$ cat src/rtl/decode_queue_stage_pkg.sv
`default_nettype none
// +----------------------------------------------------------------------------+
// | Package     : mips_decode_pkg                                              |
// | Description : Opcode/funct/ALU codes, the packed control bundle and the    |
// |               decode functions for the mini-MIPS decode queue stage.       |
// |               Macro DECODE_FP_EN enables decoding of opcodes 110000-110111. |
// | Revision    : 1.0 - initial release                                        |
// +----------------------------------------------------------------------------+
package mips_decode_pkg;

  localparam int CTRL_W = 18;

  // Primary opcodes
  localparam logic [5:0] OP_RTYPE = 6'b000000;
  localparam logic [5:0] OP_J     = 6'b000010;
  localparam logic [5:0] OP_JAL   = 6'b000011;
  localparam logic [5:0] OP_BEQ   = 6'b000100;
  localparam logic [5:0] OP_BNE   = 6'b000101;
  localparam logic [5:0] OP_BLEZ  = 6'b000110;
  localparam logic [5:0] OP_BGTZ  = 6'b000111;
  localparam logic [5:0] OP_ADDI  = 6'b001000;
  localparam logic [5:0] OP_ADDIU = 6'b001001;
  localparam logic [5:0] OP_BR_A  = 6'b001010;
  localparam logic [5:0] OP_BR_B  = 6'b001011;
  localparam logic [5:0] OP_ANDI  = 6'b001100;
  localparam logic [5:0] OP_ORI   = 6'b001101;
  localparam logic [5:0] OP_XORI  = 6'b001110;
  localparam logic [5:0] OP_LUI   = 6'b001111;
  localparam logic [5:0] OP_LW    = 6'b100000;
  localparam logic [5:0] OP_SW    = 6'b101000;
  localparam logic [5:0] OP_ADD_S = 6'b110000;
  localparam logic [5:0] OP_SUB_S = 6'b110001;
  localparam logic [5:0] OP_CEQ_S = 6'b110010;
  localparam logic [5:0] OP_CLT_S = 6'b110011;
  localparam logic [5:0] OP_CLE_S = 6'b110100;
  localparam logic [5:0] OP_MOV_S = 6'b110101;
  localparam logic [5:0] OP_MFC1  = 6'b110110;
  localparam logic [5:0] OP_MTC1  = 6'b110111;

  // R-type function codes (madd/maddu/mul/sla live in the SPECIAL space here)
  localparam logic [5:0] F_SLL   = 6'b000000;
  localparam logic [5:0] F_SLA   = 6'b000001;
  localparam logic [5:0] F_SRL   = 6'b000010;
  localparam logic [5:0] F_SRA   = 6'b000011;
  localparam logic [5:0] F_JR    = 6'b001000;
  localparam logic [5:0] F_MUL   = 6'b011000;
  localparam logic [5:0] F_MADD  = 6'b011100;
  localparam logic [5:0] F_MADDU = 6'b011101;
  localparam logic [5:0] F_ADD   = 6'b100000;
  localparam logic [5:0] F_ADDU  = 6'b100001;
  localparam logic [5:0] F_SUB   = 6'b100010;
  localparam logic [5:0] F_SUBU  = 6'b100011;
  localparam logic [5:0] F_AND   = 6'b100100;
  localparam logic [5:0] F_OR    = 6'b100101;
  localparam logic [5:0] F_XOR   = 6'b100110;
  localparam logic [5:0] F_NOR   = 6'b100111;
  localparam logic [5:0] F_SLT   = 6'b101010;
  localparam logic [5:0] F_SLTU  = 6'b101011;

  // ALU operation codes
  localparam logic [3:0] ALU_ADD   = 4'b0001;
  localparam logic [3:0] ALU_SUB   = 4'b0010;
  localparam logic [3:0] ALU_MADD  = 4'b0011;
  localparam logic [3:0] ALU_MADDU = 4'b0100;
  localparam logic [3:0] ALU_MUL   = 4'b0101;
  localparam logic [3:0] ALU_AND   = 4'b0110;
  localparam logic [3:0] ALU_OR    = 4'b0111;
  localparam logic [3:0] ALU_NOR   = 4'b1000;
  localparam logic [3:0] ALU_XOR   = 4'b1001;
  localparam logic [3:0] ALU_SLT   = 4'b1010;
  localparam logic [3:0] ALU_SLTU  = 4'b1011;
  localparam logic [3:0] ALU_LUI   = 4'b1100;
  localparam logic [3:0] ALU_SLL   = 4'b1110;
  localparam logic [3:0] ALU_SRL   = 4'b1111;

  // Control bundle, MSB first
  typedef struct packed {
    logic       illegal;
    logic       mtc1;
    logic       mfc1;
    logic       is_float;
    logic [1:0] jump_src;
    logic       jump;
    logic       branch;
    logic       mem_to_reg;
    logic       mem_write;
    logic       mem_read;
    logic [3:0] alu_op;
    logic       alu_src;
    logic       reg_dst;
    logic       reg_write;
  } ctrl_t;

  // Main decoder: opcode + funct to control bundle
  function automatic ctrl_t decode(input logic [5:0] op, input logic [5:0] funct);
    ctrl_t c;
    c = '0;
    case (op)
      OP_RTYPE: begin
        c.reg_write = 1'b1;
        c.reg_dst   = 1'b1;
        case (funct)
          F_ADD, F_ADDU: c.alu_op = ALU_ADD;
          F_SUB, F_SUBU: c.alu_op = ALU_SUB;
          F_MADD:        c.alu_op = ALU_MADD;
          F_MADDU:       c.alu_op = ALU_MADDU;
          F_MUL:         c.alu_op = ALU_MUL;
          F_AND:         c.alu_op = ALU_AND;
          F_OR:          c.alu_op = ALU_OR;
          F_NOR:         c.alu_op = ALU_NOR;
          F_XOR:         c.alu_op = ALU_XOR;
          F_SLT:         c.alu_op = ALU_SLT;
          F_SLTU:        c.alu_op = ALU_SLTU;
          F_SLL, F_SLA:  c.alu_op = ALU_SLL;
          F_SRL, F_SRA:  c.alu_op = ALU_SRL;
          F_JR: begin
            c          = '0;
            c.jump     = 1'b1;
            c.jump_src = 2'b10;
          end
          default: begin
            c         = '0;
            c.illegal = 1'b1;
          end
        endcase
      end
      OP_ADDI, OP_ADDIU: begin c.reg_write = 1'b1; c.alu_src = 1'b1; c.alu_op = ALU_ADD; end
      OP_ANDI:           begin c.reg_write = 1'b1; c.alu_src = 1'b1; c.alu_op = ALU_AND; end
      OP_ORI:            begin c.reg_write = 1'b1; c.alu_src = 1'b1; c.alu_op = ALU_OR;  end
      OP_XORI:           begin c.reg_write = 1'b1; c.alu_src = 1'b1; c.alu_op = ALU_XOR; end
      OP_LUI:            begin c.reg_write = 1'b1; c.alu_src = 1'b1; c.alu_op = ALU_LUI; end
      OP_LW: begin
        c.reg_write  = 1'b1;
        c.alu_src    = 1'b1;
        c.mem_read   = 1'b1;
        c.mem_to_reg = 1'b1;
        c.alu_op     = ALU_ADD;
      end
      OP_SW:   begin c.alu_src = 1'b1; c.mem_write = 1'b1; c.alu_op = ALU_ADD; end
      OP_BEQ, OP_BNE, OP_BLEZ, OP_BGTZ, OP_BR_A, OP_BR_B: c.branch = 1'b1;
      OP_J:    c.jump = 1'b1;
      OP_JAL:  begin c.jump = 1'b1; c.reg_write = 1'b1; end
`ifdef DECODE_FP_EN
      OP_ADD_S: begin c.is_float = 1'b1; c.alu_op = 4'b0001; c.reg_write = 1'b1; end
      OP_SUB_S: begin c.is_float = 1'b1; c.alu_op = 4'b0010; c.reg_write = 1'b1; end
      OP_CEQ_S: begin c.is_float = 1'b1; c.alu_op = 4'b0011; end
      OP_CLT_S: begin c.is_float = 1'b1; c.alu_op = 4'b0100; end
      OP_CLE_S: begin c.is_float = 1'b1; c.alu_op = 4'b0101; end
      OP_MOV_S: begin c.is_float = 1'b1; c.alu_op = 4'b0110; c.reg_write = 1'b1; end
      OP_MFC1:  begin c.is_float = 1'b1; c.mfc1 = 1'b1; c.reg_write = 1'b1; end
      OP_MTC1:  begin c.is_float = 1'b1; c.mtc1 = 1'b1; end
`endif
      default: c.illegal = 1'b1;
    endcase
    return c;
  endfunction

  // Instructions whose rt field is a source operand (rs is always a source)
  function automatic logic reads_rt(input logic [5:0] op);
    return (op == OP_RTYPE) || (op == OP_SW) ||
           (op inside {OP_BEQ, OP_BNE, OP_BLEZ, OP_BGTZ, OP_BR_A, OP_BR_B});
  endfunction

endpackage
`default_nettype wire

$ cat src/rtl/decode_queue_stage_if.sv
`default_nettype none
// +----------------------------------------------------------------------------+
// | Interface   : decode_queue_stage_if                                        |
// | Description : Fetch-side and execute-side handshakes, flush and stall      |
// |               counter of the decode queue stage.                           |
// | Revision    : 1.0 - initial release                                        |
// +----------------------------------------------------------------------------+
interface decode_queue_stage_if #(
  parameter int CNT_W = 16
);
  logic                              in_valid;
  logic                              in_ready;
  logic [31:0]                       in_instr;
  logic [31:0]                       in_pc_plus_4;
  logic                              flush;
  logic                              out_valid;
  logic                              out_ready;
  logic [31:0]                       out_instr;
  logic [31:0]                       out_pc_plus_4;
  logic [mips_decode_pkg::CTRL_W-1:0] out_ctrl;
  logic [CNT_W-1:0]                  stall_cnt;

  // Surrounding pipeline (fetch + execute) view
  modport master (
    output in_valid, in_instr, in_pc_plus_4, flush, out_ready,
    input  in_ready, out_valid, out_instr, out_pc_plus_4, out_ctrl, stall_cnt
  );

  // Decode stage view
  modport slave (
    input  in_valid, in_instr, in_pc_plus_4, flush, out_ready,
    output in_ready, out_valid, out_instr, out_pc_plus_4, out_ctrl, stall_cnt
  );
endinterface
`default_nettype wire

$ cat src/rtl/decode_queue_stage_fifo.sv
`default_nettype none
// +----------------------------------------------------------------------------+
// | Module      : decode_queue_fifo                                            |
// | Description : Synchronous FIFO with full/empty flags and a flush that      |
// |               empties it on the next edge. DEPTH is a power of 2, >= 2.    |
// | Revision    : 1.0 - initial release                                        |
// +----------------------------------------------------------------------------+
module decode_queue_fifo #(
  parameter int DEPTH  = 4,
  parameter int DATA_W = 64
) (
  input  wire logic              clk,
  input  wire logic              rst_n,
  input  wire logic              i_flush,
  input  wire logic              i_push,
  input  wire logic              i_pop,
  input  wire logic [DATA_W-1:0] i_data,
  output logic      [DATA_W-1:0] o_data,
  output logic                   o_full,
  output logic                   o_empty
);
  localparam int c_AW = $clog2(DEPTH);

  logic [DATA_W-1:0] r_mem [DEPTH];
  logic [c_AW:0]     r_wr_ptr;
  logic [c_AW:0]     r_rd_ptr;
  logic              w_do_push;
  logic              w_do_pop;

  // Pointers carry one extra wrap bit to tell full from empty
  assign o_empty   = (r_wr_ptr == r_rd_ptr);
  assign o_full    = (r_wr_ptr[c_AW] != r_rd_ptr[c_AW]) &&
                     (r_wr_ptr[c_AW-1:0] == r_rd_ptr[c_AW-1:0]);
  assign o_data    = r_mem[r_rd_ptr[c_AW-1:0]];
  assign w_do_push = i_push && !o_full && !i_flush;
  assign w_do_pop  = i_pop && !o_empty && !i_flush;

  // Storage write; contents need no reset since empty hides them
  always_ff @(posedge clk) begin
    if (w_do_push) begin
      r_mem[r_wr_ptr[c_AW-1:0]] <= i_data;
    end
  end

  // Pointer update with reset and flush returning both pointers to zero
  always_ff @(posedge clk) begin
    if (!rst_n || i_flush) begin
      r_wr_ptr <= '0;
      r_rd_ptr <= '0;
    end else begin
      if (w_do_push) r_wr_ptr <= r_wr_ptr + 1'b1;
      if (w_do_pop)  r_rd_ptr <= r_rd_ptr + 1'b1;
    end
  end
endmodule
`default_nettype wire

$ cat src/rtl/decode_queue_stage.sv
`default_nettype none
// +----------------------------------------------------------------------------+
// | Module      : decode_queue_stage                                           |
// | Description : Registered mini-MIPS decode stage: instruction FIFO, decoded |
// |               output register, load-use bubble, flush, stall counter.      |
// |               FP opcode decoding is enabled by macro DECODE_FP_EN.         |
// | Revision    : 1.0 - initial release                                        |
// +----------------------------------------------------------------------------+
module decode_queue_stage
  import mips_decode_pkg::*;
#(
  parameter int FIFO_DEPTH = 4,
  parameter int CNT_W      = 16
) (
  input wire logic              clk,
  input wire logic              rst_n,
  decode_queue_stage_if.slave   bus
);
  logic        w_full;
  logic        w_empty;
  logic        w_in_ready;
  logic        w_push;
  logic [63:0] w_head_data;
  logic [31:0] w_head_instr;
  logic [31:0] w_head_pc;
  ctrl_t       w_head_ctrl;
  logic [4:0]  w_ld_rt;
  logic        w_depart;
  logic        w_hazard;
  logic        w_load;

  logic             r_out_valid;
  logic [31:0]      r_out_instr;
  logic [31:0]      r_out_pc;
  ctrl_t            r_out_ctrl;
  logic [CNT_W-1:0] r_stall_cnt;

  decode_queue_fifo #(
    .DEPTH  (FIFO_DEPTH),
    .DATA_W (64)
  ) u_fifo (
    .clk     (clk),
    .rst_n   (rst_n),
    .i_flush (bus.flush),
    .i_push  (w_push),
    .i_pop   (w_load),
    .i_data  ({bus.in_instr, bus.in_pc_plus_4}),
    .o_data  (w_head_data),
    .o_full  (w_full),
    .o_empty (w_empty)
  );

  assign w_head_instr = w_head_data[63:32];
  assign w_head_pc    = w_head_data[31:0];
  assign w_head_ctrl  = decode(w_head_instr[31:26], w_head_instr[5:0]);

  assign w_in_ready = rst_n && !w_full && !bus.flush;
  assign w_push     = bus.in_valid && w_in_ready;
  assign w_depart   = r_out_valid && bus.out_ready;

  // Load-use: departing lw writes a register the head needs next cycle
  assign w_ld_rt  = r_out_instr[20:16];
  assign w_hazard = !w_empty && w_depart && r_out_ctrl.mem_read && (w_ld_rt != 5'd0) &&
                    ((w_head_instr[25:21] == w_ld_rt) ||
                     (reads_rt(w_head_instr[31:26]) && (w_head_instr[20:16] == w_ld_rt)));
  assign w_load   = !w_empty && (!r_out_valid || bus.out_ready) && !w_hazard && !bus.flush;

  // Output register: flush beats load, load beats plain departure
  always_ff @(posedge clk) begin
    if (!rst_n) begin
      r_out_valid <= 1'b0;
      r_out_instr <= '0;
      r_out_pc    <= '0;
      r_out_ctrl  <= '0;
    end else if (bus.flush) begin
      r_out_valid <= 1'b0;
    end else if (w_load) begin
      r_out_valid <= 1'b1;
      r_out_instr <= w_head_instr;
      r_out_pc    <= w_head_pc;
      r_out_ctrl  <= w_head_ctrl;
    end else if (w_depart) begin
      r_out_valid <= 1'b0;
    end
  end

  // Saturating count of inserted load-use bubbles; survives flush
  always_ff @(posedge clk) begin
    if (!rst_n) begin
      r_stall_cnt <= '0;
    end else if (w_hazard && !bus.flush && (r_stall_cnt != {CNT_W{1'b1}})) begin
      r_stall_cnt <= r_stall_cnt + CNT_W'(1);
    end
  end

  assign bus.in_ready      = w_in_ready;
  assign bus.out_valid     = r_out_valid;
  assign bus.out_instr     = r_out_instr;
  assign bus.out_pc_plus_4 = r_out_pc;
  assign bus.out_ctrl      = r_out_ctrl;
  assign bus.stall_cnt     = r_stall_cnt;
endmodule
`default_nettype wire
$ cat src/flat_wrapper.sv
// flat-port wrapper written by rule: the top's interface ports become plain ports
module decode_queue_stage_flat import mips_decode_pkg::*;
#(
  parameter int FIFO_DEPTH = 4,
  parameter int CNT_W      = 16
)
  (clk, rst_n, bus_in_valid, bus_in_instr, bus_in_pc_plus_4, bus_flush, bus_out_ready, bus_in_ready, bus_out_valid, bus_out_instr, bus_out_pc_plus_4, bus_out_ctrl, bus_stall_cnt);
  decode_queue_stage_if #(.CNT_W(CNT_W)) bus_i ();
  input wire logic clk;
  input wire logic rst_n;
  input wire logic [$bits(bus_i.in_valid)-1:0] bus_in_valid;
  input wire logic [$bits(bus_i.in_instr)-1:0] bus_in_instr;
  input wire logic [$bits(bus_i.in_pc_plus_4)-1:0] bus_in_pc_plus_4;
  input wire logic [$bits(bus_i.flush)-1:0] bus_flush;
  input wire logic [$bits(bus_i.out_ready)-1:0] bus_out_ready;
  output wire logic [$bits(bus_i.in_ready)-1:0] bus_in_ready;
  output wire logic [$bits(bus_i.out_valid)-1:0] bus_out_valid;
  output wire logic [$bits(bus_i.out_instr)-1:0] bus_out_instr;
  output wire logic [$bits(bus_i.out_pc_plus_4)-1:0] bus_out_pc_plus_4;
  output wire logic [$bits(bus_i.out_ctrl)-1:0] bus_out_ctrl;
  output wire logic [$bits(bus_i.stall_cnt)-1:0] bus_stall_cnt;
  assign bus_i.in_valid = bus_in_valid;
  assign bus_i.in_instr = bus_in_instr;
  assign bus_i.in_pc_plus_4 = bus_in_pc_plus_4;
  assign bus_i.flush = bus_flush;
  assign bus_i.out_ready = bus_out_ready;
  assign bus_in_ready = bus_i.in_ready;
  assign bus_out_valid = bus_i.out_valid;
  assign bus_out_instr = bus_i.out_instr;
  assign bus_out_pc_plus_4 = bus_i.out_pc_plus_4;
  assign bus_out_ctrl = bus_i.out_ctrl;
  assign bus_stall_cnt = bus_i.stall_cnt;
  decode_queue_stage #(.FIFO_DEPTH(FIFO_DEPTH), .CNT_W(CNT_W)) u_core (.clk(clk), .rst_n(rst_n), .bus(bus_i));
endmodule
$ cat config.mk
export PLATFORM = sky130hd
export DESIGN_NAME = decode_queue_stage_flat
export DESIGN_NICKNAME = d
export VERILOG_FILES = /design/src/rtl/decode_queue_stage_pkg.sv /design/src/rtl/decode_queue_stage_if.sv /design/src/rtl/decode_queue_stage_fifo.sv /design/src/rtl/decode_queue_stage.sv /design/src/flat_wrapper.sv
export SDC_FILE = /design/constraint.sdc
export NUM_CORES = 1
export LEC_CHECK = 0
export ABC_AREA = 1
export ABC_CLOCK_PERIOD_IN_PS = 7900
export BUFFER_PORTS_ARGS = -buffer_cell sky130_fd_sc_hd__buf_2
export CORE_MARGIN = 1
export CORE_UTILIZATION = 45
export DETAILED_ROUTE_END_ITERATION = 10
export PLACE_DENSITY = 0.68
export SLEW_MARGIN = 20
export SYNTH_ARGS = -nofsm -noshare
export SYNTH_HDL_FRONTEND = slang
export SYNTH_SLANG_ARGS = --single-unit
$ cat constraint.sdc
create_clock -name clk -period 7.9 [get_ports clk]
set_input_delay 2.37 -clock clk [delete_from_list [all_inputs] [get_ports clk]]
set_output_delay 2.37 -clock clk [all_outputs]
set_load 0.1 [all_outputs]
### After elaboration in Yosys (flattened, before gate mapping)

Memories as Yosys holds them, arrays and structs flattened. A register that Yosys moved wholly into a read port is not among the register bits.
Cells that the tools add are included.

| operators by class | value |
|---|---|
| reductions and logical operators | 47 |
| eq/ne operators | 39 |
| bitwise logic cells | 2 |
| mux-type cells | 19 |
| add/subtract/negate cells | 3 |

Operators with widths:

| kind | count |
|---|---|
| 6-bit equality test, second input constant | 12 |
| 6-bit by 4-bit equality test with 1-bit output, second input constant | 9 |
| 4-bit one-hot mux with 13 select lines | 1 |
| 5-bit one-hot mux with 6 select lines | 1 |
| 6-bit by 2-bit equality test with 1-bit output, second input constant | 4 |
| 6-bit by 3-bit equality test with 1-bit output, second input constant | 4 |
| 11-bit one-hot mux with 2 select lines | 1 |
| 1-bit logical AND | 19 |
| 6-bit by 5-bit equality test with 1-bit output, second input constant | 3 |
| 17-bit OR reduction | 1 |
| 16-bit by 1-bit adder with 16-bit output, second input constant | 1 |
| 16-bit != test, second input constant | 1 |
| 16-bit OR reduction | 1 |
| 1-bit one-hot mux with 2 select lines | 7 |
| 6-bit zero test | 2 |
| 2-bit OR reduction | 6 |
| 5-bit equality test | 2 |
| 8-bit OR reduction | 1 |
| 3-bit by 1-bit adder with 3-bit output, second input constant | 2 |
| 6-bit by 1-bit equality test with 1-bit output, second input constant | 1 |
| 1-bit zero test | 6 |
| 2-bit 2-to-1 mux | 3 |
| 6-bit nonzero test | 1 |
| 6-bit OR reduction | 1 |
| other kinds (11) | 20 |

| word-level totals | value |
|---|---|
| bits in registers | 105 |
| RAM bits | 256 |
| output and inout port bits | 100 |
| input bits | 69 |
| memories kept | 1 |
| logic and storage cells | 131 |

Memories:

| name | words | bits a word | rd ports | clocked after Yosys merged registers in | write ports | RTL line | RTL |
|---|---|---|---|---|---|---|---|
| u_core.u_fifo.r_mem | 4 | 64 | 1 | 1 | 1 | decode_queue_stage_fifo.sv:24 | `logic [DATA_W-1:0] r_mem [DEPTH];` |

### Logic depth before layout (Yosys ltp)

Gate-level depths: netlist of run 1.

| depth | value |
|---|---|
| depth after elaboration | 13 |
| gate-level depth with buffers | 20 |
| depth with buffers taken out | 18 |

### By module

Synthesis of run 1 repeated with hierarchy kept, for this count alone.

| unflattened totals | value |
|---|---|
| cell total of the unflattened synthesis | 1316 |
| area total of the unflattened synthesis | 14417.6 um^2 |

Modules (own cells, without submodules):

| module | cells an instance | area an instance (um^2) | seq. area each (um^2) | times used |
|---|---|---|---|---|
| decode_queue_fifo | 698 | 10003.3 | 7847.5 | 1 |
| decode_queue_stage | 618 | 4414.2 | 1881.8 | 1 |

### Least setup slack after synthesis of run 1

Ideal clock, no wire load.

| timing path | value |
|---|---|
| kind | input to register |
| start | in rst_n |
| end | mem u_core.u_fifo.r_mem[3][0] (enable) |
| path slack | 651 ps |
| path buffers | 1 |
| arrival time | 6760 ps |
| cell stages on the path | 7 |
| required time | 7410 ps |
| setup time | 490 ps |
| path through | clkbuf_1 inv_1 nor2_1 o21ai_0 inv_1 nand2_1 nor2_1 |

| between the ends | value |
|---|---|
| word-level cells in the longest chain between the ends | 7 |

Ends and longest elaborated chain:

| element | RTL line | RTL |
|---|---|---|
| from (decl) | flat_wrapper.sv:10 | `input wire logic rst_n;` |
| 1-bit logical AND (2 in series) | decode_queue_stage.sv:57 | `assign w_in_ready = rst_n && !w_full && !bus.flush;` |
| net bus_in_ready | flat_wrapper.sv:16 | `output wire logic [$bits(bus_i.in_ready)-1:0] bus_in_ready;` |
| 1-bit logical AND | decode_queue_stage.sv:58 | `assign w_push = bus.in_valid && w_in_ready;` |
| 1-bit logical AND (2 in series) | decode_queue_stage_fifo.sv:35 | `assign w_do_push = i_push && !o_full && !i_flush;` |
| 1-bit 2-to-1 mux | decode_queue_stage_fifo.sv:40 | `if (w_do_push) begin` |
| 1-bit 2-to-1 mux (implied by the code) | decode_queue_stage_fifo.sv:41 | `r_mem[r_wr_ptr[c_AW-1:0]] <= i_data;` |
| to (decl) | decode_queue_stage_fifo.sv:24 |  |

The timed path passes the listed nets, and every way through them passes these cells.

### Final worst setup path of run 1

| timing path | value |
|---|---|
| start | in rst_n |
| end | out bus_in_ready |

| between the ends | value |
|---|---|
| word-level cells in the longest chain between the ends | 2 |

Ends and longest elaborated chain:

| element | RTL line |
|---|---|
| 1-bit logical AND (2 in series) | decode_queue_stage.sv:57 |
| to (decl) | flat_wrapper.sv:16 |

No other way between the ends.

==> results of run 1 <==
through the flow:
stage	instance area (µm²)	total power, mW
final	16800	4.17
after global routing	16800	4.31
after CTS	16800	4.21
after detailed placement	15500	2.43
after global placement	15500	2.42
after floorplan	14400	2.34
worst max-delay path: cells and delay by family:
kind                   cells  cell delay, ps
AO/OA/AOI/OAI              1             140
AND/OR/NAND/NOR            1             260
buffers and inverters      4             790
worst max-delay path by stage:
stage	from	to	slack, ps
5_1_grt	rst_n	bus_in_ready	1890
3_3_place_gp	rst_n	bus_in_ready	2010
6_report	rst_n	bus_in_ready	1970
3_5_place_dp	rst_n	bus_in_ready	1990
2_1_floorplan	rst_n	u_core.u_fifo.r_mem[3][0]$_DFFE_PP_	650
4_1_cts	rst_n	bus_in_ready	1990
logic make-up after synthesis:
family,count (synthesis)
adder cells (fa/ha/maj),6
AO/OA/AOI/OAI,249
buffers and inverters,151
XOR/XNOR,19
flip-flops,358
other,1
AND/OR/NAND/NOR,599
state kept, by name, summed over array words and instances, names as in the netlist, named ones only:
register,count
u_core.bus.out_ctrl,13
u_core.bus.out_instr,32
u_core.bus.out_pc_plus_4,32
u_core.bus.out_valid,1
u_core.bus.stall_cnt,16
u_core.u_fifo.r_mem,256
u_core.u_fifo.r_rd_ptr,3
u_core.u_fifo.r_wr_ptr,3
cell usage after synthesis (all sizes together):
cell type / count
inv: 73
o21ai: 148
xnor2: 5
buf: 38
and2: 1
o2111ai: 1
nor3: 10
nor2: 223
clkinv: 1
a31oi: 1
nand2: 277
nand4: 21
o22ai: 42
nand3: 63
nor4: 3
xor2: 14
ha: 6
conb: 1
edfxtp: 256
nor3b: 1
a211oi: 1
o211ai: 2
a21oi: 53
o21a: 1
clkbuf: 39
dfxtp: 102
layer usage:
metal	wire length (µm)	GRT usage	share of wire
met3	2360	0.0502	0.071
met4	595	0.0509	0.018
met2	15600	0.348	0.47
met1	14700	0.265	0.44
met5	76	0	0.0023
cell type report:
| cell class | count | area share |
|---|---|---|
| tap | 402 | 0.0300 |
| clock buffer | 51 | 0.0628 |
| inverter | 74 | 0.0169 |
| timing repair buffer | 175 | 0.0539 |
| clock inverter | 21 | 0.0134 |
| antenna | 5 | 0.000746 |
| multi-input combinational | 877 | 0.242 |
| sequential | 358 | 0.581 |
report_power, final:
group,total (mW),internal [mW],switching [mW]
Clock,1.79,1.08,0.709
Combinational,0.328,0.0636,0.265
Sequential,2.06,2.04,0.0156
==> run summary, run 1 <==
P&R area growth vs syn: 16.5%
Commonest non-fill, non-tap cell in the layout: nand2_1
Max-Cap Viols: 0
Worst Hold Path Cells: 2
Setup CP Type: in2out
Die area: 32700 µm²
Main combinational cell family by area after synthesis: simple AND/OR/NAND/NOR gates
Mapped Avg Cell Area: 10.4 µm²
R2R Setup Slk: 4010 ps
Period utilization: 0.750
Layout net count: 1600
ANT nets after route: 0
H-Tree Depth: 2
Routed wire length: 33.4 mm
Hold EP: u_core.bus.out_instr[30]$_SDFFE_PN0P_
Endpoints failing hold: 0
GRT Total Usage: 0.206
DRT Pass-1 Iters: 7
PD cells: 249 nW/µm²
Total global routing overflow: 0
Setup Viol. Count Final: 0
#FFs+latches synth: 358
Critical path launch point type: input pin
Util after Layout: 0.533
Initial Util: 0.457
First-pass GRT wire length: 53.3 mm
Setup Skew: 13.1 ps
Die W: 181 µm
Setup repair bufs after CTS: 0
CTS tree: yes
Seq/Total Area, Yosys: 0.676
Post-synth top area share: 0.534
Most frequent cells in the layout: nand2_1, edfxtp_1, nor2_1
Via/cell ratio: 5.25
Hold Path Class: reg2reg
Number of global-route vias before repair: 10100
Seq. cell area: 9730 µm²
Wire per inst: 17.0 µm
Slew headroom: 0.306
Status: finished, final reports clean
Slowest stage delay, CP: 440 ps
Crit-path slowest cell: buf_2
Pins Over Slew Limit: 0
Maximum vdd drop: 0.000236 V
Crit Path Max Fanout: 6
Netlist Area Pre-Place: 14400 µm²
Footprint of the multi-input gates: 4050 µm²
Clock-pin transition on the worst setup and hold timing paths: 50 ps
RSZ-0062 raised after global routing: no
CP Cell Sequence: buf_2 > inv_1 > nor2_1 > o21ai_0 > inv_1 > buf_2
Leak Pwr: 6.55 nW
IO buf count: 164
Ratio of cells with drive above 1 in the final layout: 0.163
Fin Setup TNS: 0 ps
Synth warn: 0
Mux cell area share after synthesis: 0
PostCTS Resize Cnt: 0
Pre-CTS setup slack: 1990 ps
Fin crit period: 5930 ps
CP Capture Type: output pin
Clk_lat worst skew: 520 ps
Fmax achieved: 0.169 GHz
FF-to-FF path depth: 13
Hold Crit Start: u_core.bus.out_instr[30]$_SDFFE_PN0P_
Synth area leader: edfxtp_1
DP HPWL: 19.0 mm
Non-filler cells, final: 1963
Starting DRT DRC Count: 587
Antenna violations before repair: 11
Placer Congestion: 0.828
Worst Tran Pin Value: 1040 ps
Syn Inst Count: 1383
Io pins: 169
Critical Path AT: 3560 ps
Std-Cell Rows: 65
Adder-cell share of the synthesized area: 0.00522
CTS Buffer Depth: 3
Post-Synth Simple-Gate Area: 0.168
Worst reg2reg endpoint: u_core.bus.out_pc_plus_4[27]$_SDFFE_PN0P_
Synth Area in XOR/XNOR: 0.0116
Hold_buf cts: 0
Clk root buf: clkbuf_16
Post-Place Cells: 1886
Clock sink count: 358
Vias: 10300
CTS Buf Count: 39
Core footprint: 31500 µm²
DRC: 0
Synth Area in Compound Gates: 0.0934
Worst hold slack: 460 ps
Filler cells: 2730
Synth area leaders: edfxtp_1, dfxtp_1, nand2_1
WP data required: 5530 ps
Die height: 181 µm
Unique cell type count in the Yosys netlist: 35
Final worst slack: 1970 ps
Largest net degree at the start of global routing: 105
(Power assumes the default switching activity.)
==> run 2: changes to the inputs <==
- ABC_CLOCK_PERIOD_IN_PS: 7900 -> 6200
- clock period: 7.9 -> 6.2 ns (I/O delays scaled with it)
==> run summary, run 2 (synthesized netlist as in run 1, its figures left out) <==
Status: finished, final reports clean
Commonest non-fill, non-tap cell in the layout: nand2_1
Layout net count: 1601
Hold Path Class: reg2reg
Wire per inst: 17.1 µm
Worst Tran Pin Value: 1040 ps
PD cells: 316 nW/µm²
CP Capture Type: output pin
Std-Cell Rows: 65
Period utilization: 0.765
Setup Viol. Count Final: 0
Via/cell ratio: 5.25
Ratio of cells with drive above 1 in the final layout: 0.165
Initial Util: 0.457
Setup Skew: 24.1 ps
Most frequent cells in the layout: nand2_1, edfxtp_1, nor2_1
Core footprint: 31500 µm²
IO buf count: 164
Maximum vdd drop: 0.000256 V
Pint: 4.00 mW
Number of global-route vias before repair: 10000
Clock-pin transition on the worst setup and hold timing paths: 50 ps
Hold_buf cts: 0
Vias: 10300
Placer Congestion: 0.883
DRC: 0
Crit Path Max Fanout: 6
Routed wire length: 33.6 mm
RSZ-0062 raised after global routing: no
DP HPWL: 19.4 mm
Io pins: 169
Combinational fraction of design power: 0.079
Starting DRT DRC Count: 612
Clk_lat worst skew: 540 ps
Pre-CTS setup slack: 1500 ps
Clock sink count: 358
Die height: 181 µm
PostCTS Resize Cnt: 0
Slew headroom: 0.310
Total global routing overflow: 0
Setup repair bufs after CTS: 0
DRT Pass-1 Iters: 5
Max-Cap Viols: 0
Critical path launch point type: input pin
Die area: 32700 µm²
CTS tree: yes
Fin Setup TNS: 0 ps
GRT Total Usage: 0.207
CTS Buffer Depth: 3
Leak Pwr: 6.55 nW
Seq pwr share: 0.495
Setup CP Type: in2out
Sw Ratio: 0.244
Number of flip-flops in the largest register: 256
ANT nets after route: 0
Die W: 181 µm
Hold Crit Start: u_core.bus.out_ctrl[4]$_SDFFE_PN0P_
Critical Path AT: 2880 ps
Clk pwr share: 0.426
Fmax achieved: 0.211 GHz
Clk root buf: clkbuf_16
Fin crit period: 4740 ps
Antenna violations before repair: 6
P&R area growth vs syn: 16.5%
Final worst slack: 1460 ps
Endpoints failing hold: 0
NetSw: 1.29 mW
CTS Buf Count: 38
Largest net degree at the start of global routing: 86
First-pass GRT wire length: 53.6 mm
Pins Over Slew Limit: 0
Worst Setup SP: rst_n
WP data required: 4340 ps
H-Tree Depth: 2
-- run 2: metal layers --
| metal | GRT usage | up-vias | wire (µm) |
|---|---|---|---|
| met3 | 0.0397 | 49 | 2190 |
| li1 | - | 5018 | - |
| met5 | 0 | - | 23 |
| met4 | 0.0530 | 4 | 641 |
| met2 | 0.356 | 310 | 16300 |
| met1 | 0.269 | 4905 | 14500 |
-- run 2: final timing paths --
kind	end	slack, ps	depth (start not counted)
setup reg to reg	u_core.bus.out_ctrl[17]$_SDFFE_PN0P_	2170	13
hold reg to reg	u_core.bus.out_ctrl[4]$_SDFFE_PN0P_	460	2
hold / removal	u_core.bus.out_ctrl[4]$_SDFFE_PN0P_	460	2
setup / recovery	bus_in_ready	1460	6
-- run 2: area by class of cell --
type | count | area [µm²]
fillers | 2748 | 14700
flip-flops and latches | 358 | 9730
multi-input cells | 877 | 4050
clock buffers | 51 | 1040
repair buffers | 177 | 933
well taps | 402 | 503
inverters | 74 | 283
clock inverters | 19 | 215
diodes | 3 | 7.51
-- run 2: worst max-delay path, cell delays in order --
cell and delay [ps]:
buf_2 150, inv_1 110, nor2_1 260, o21ai_0 160, inv_1 160, buf_12 190
-- run 2: metrics by stage --
| stage | power, mW | std cells | util | area (µm²) | hold slack (ps) |
|---|---|---|---|---|---|
| 2_1_floorplan | 2.99 | 1386 | - | 14400 | 480 |
| 3_3_place_gp | 3.08 | 1888 | 0.493 | 15500 | 450 |
| 3_5_place_dp | 3.09 | 1888 | 0.493 | 15500 | 456 |
| 4_1_cts | 5.34 | 1958 | 0.532 | 16800 | 465 |
| 5_1_grt | 5.47 | 1959 | 0.533 | 16800 | 479 |
| 6_report | 5.30 | 1961 | 0.533 | 16800 | 463 |
-- run 2: power groups by stage --
stage | clock network [mW] | registers [mW] | logic, mW
finish | 2.26 | 2.62 | 0.420
global route | 2.40 | 2.62 | 0.452
CTS | 2.30 | 2.62 | 0.421
detailed placement | 0 | 2.67 | 0.420
global placement | 0 | 2.67 | 0.413
floorplan | 0 | 2.83 | 0.154
==> run 3: changes to the inputs <==
- ABC_CLOCK_PERIOD_IN_PS: 6200 -> 4600
- clock period: 6.2 -> 4.6 ns (I/O delays scaled with it)
==> run summary, run 3 (synthesized netlist as in run 1, its figures left out) <==
Util after Layout: 0.537
Slew headroom: 0.369
Die height: 181 µm
Largest net degree at the start of global routing: 85
Initial Util: 0.457
First-pass GRT wire length: 53.1 mm
P&R area growth vs syn: 17.5%
Placer Congestion: 0.895
Clock sink count: 358
Leak Pwr: 6.63 nW
Std-Cell Rows: 65
PostCTS Resize Cnt: 0
Endpoints failing hold: 0
Number of global-route vias before repair: 9926
Filler cells: 2710
Pre-CTS setup slack: 840 ps
Number of flip-flops in the largest register: 256
Fmax achieved: 0.266 GHz
Setup repair bufs after CTS: 0
CP Capture Type: output pin
Hold_buf cts: 0
DRC: 0
CTS Buffer Depth: 3
Die area: 32700 µm²
Core footprint: 31500 µm²
Layout net count: 1608
DP HPWL: 20.2 mm
Setup Viol. Count Final: 0
Clk_lat worst skew: 540 ps
Status: finished, final reports clean
RSZ-0062 raised after global routing: no
Max-Cap Viols: 0
GRT Total Usage: 0.208
Worst Tran Pin Value: 945 ps
Pins Over Slew Limit: 0
Antenna violations before repair: 9
CTS Buf Count: 38
Routed wire length: 34.1 mm
Wire per inst: 17.3 µm
Crit Path Max Fanout: 6
Setup Skew: 24.0 ps
Commonest non-fill, non-tap cell in the layout: nand2_1
Maximum vdd drop: 0.000421 V
Setup CP Type: in2out
DRT Pass-1 Iters: 5
Critical path launch point type: input pin
ANT nets after route: 0
Clock-pin transition on the worst setup and hold timing paths: 60 ps
Fin crit period: 3760 ps
H-Tree Depth: 2
Clk root buf: clkbuf_16
WP data required: 3220 ps
Fin Setup TNS: 0 ps
Hold Path Class: reg2reg
Via/cell ratio: 5.27
Ratio of cells with drive above 1 in the final layout: 0.170
Starting DRT DRC Count: 716
Io pins: 169
Die W: 181 µm
Most frequent cells in the layout: nand2_1, edfxtp_1, nor2_1
CTS tree: yes
Final worst slack: 840 ps
PD cells: 428 nW/µm²
Critical Path AT: 2380 ps
IO buf count: 164
Period utilization: 0.817
Total global routing overflow: 0
Vias: 10400
Worst hold slack: 465 ps
[run 3: cell count changes in the layout (fill, tap and decap cells not counted)]
cell	previous run	this run
clkbuf_16	38	39
clkinv_16	1	0
buf_4	13	16
clkinv_1	4	3
clkinvlp_4	2	1
buf_12	1	5
clkinvlp_2	0	1
clkbuf_1	9	6
clkinv_8	0	1
clkbuf_8	4	2
clkinv_4	0	2
bufinv_16	3	5
[run 3: final cells by class]
class / count / area (µm²) / share of cell area
Clock buffer: 47 / 1030 / 0.0607
Multi-Input combinational cell: 877 / 4050 / 0.240
Tap cell: 402 / 503 / 0.0297
Inverter: 74 / 283 / 0.0167
Clock inverter: 22 / 273 / 0.0161
Sequential cell: 358 / 9730 / 0.576
Timing Repair Buffer: 184 / 1040 / 0.0613
Antenna cell: 3 / 7.51 / 0.000444
[run 3: where the power goes]
part           leakage (nW)  internal (mW)  switching [mW]  total (mW)
clock                 0.637           1.89            1.26        3.14
combinational          2.85          0.113           0.459       0.573
sequential             3.14           3.51          0.0268        3.53
[run 3: worst paths after layout]
path / start / slack (ps) / depth (start not counted) / to
min: u_core.bus.out_ctrl[4]$_SDFFE_PN0P_ / 460 / 2 / u_core.bus.out_ctrl[4]$_SDFFE_PN0P_
max: rst_n / 840 / 6 / bus_in_ready
max reg2reg: flip-flop / 1350 / 15 / u_core.bus.out_pc_plus_4[8]$_SDFFE_PN0P_
min reg2reg: u_core.bus.out_ctrl[4]$_SDFFE_PN0P_ / 460 / 2 / u_core.bus.out_ctrl[4]$_SDFFE_PN0P_
[run 3: per-stage QoR]
stage | power [mW] | area, µm² | instances
2_1_floorplan | 4.02 | 14400 | 1386
3_3_place_gp | 4.16 | 15600 | 1895
3_5_place_dp | 4.17 | 15600 | 1895
4_1_cts | 7.30 | 16900 | 1964
5_1_grt | 7.48 | 16900 | 1965
6_report | 7.25 | 16900 | 1967
[run 3: worst max-delay path, cell delays in order]
cell and delay, ps:
buf_2 120, inv_1 90, nor2_1 280, o21ai_0 140, inv_1 170, buf_12 200
[run 3: layer usage]
layer	GRT usage	routed length [µm]	up-vias
li1	-	-	5041
met2	0.348	16100	345
met3	0.0528	2710	62
met1	0.265	14500	4904
met4	0.0609	779	8
met5	0	41	-
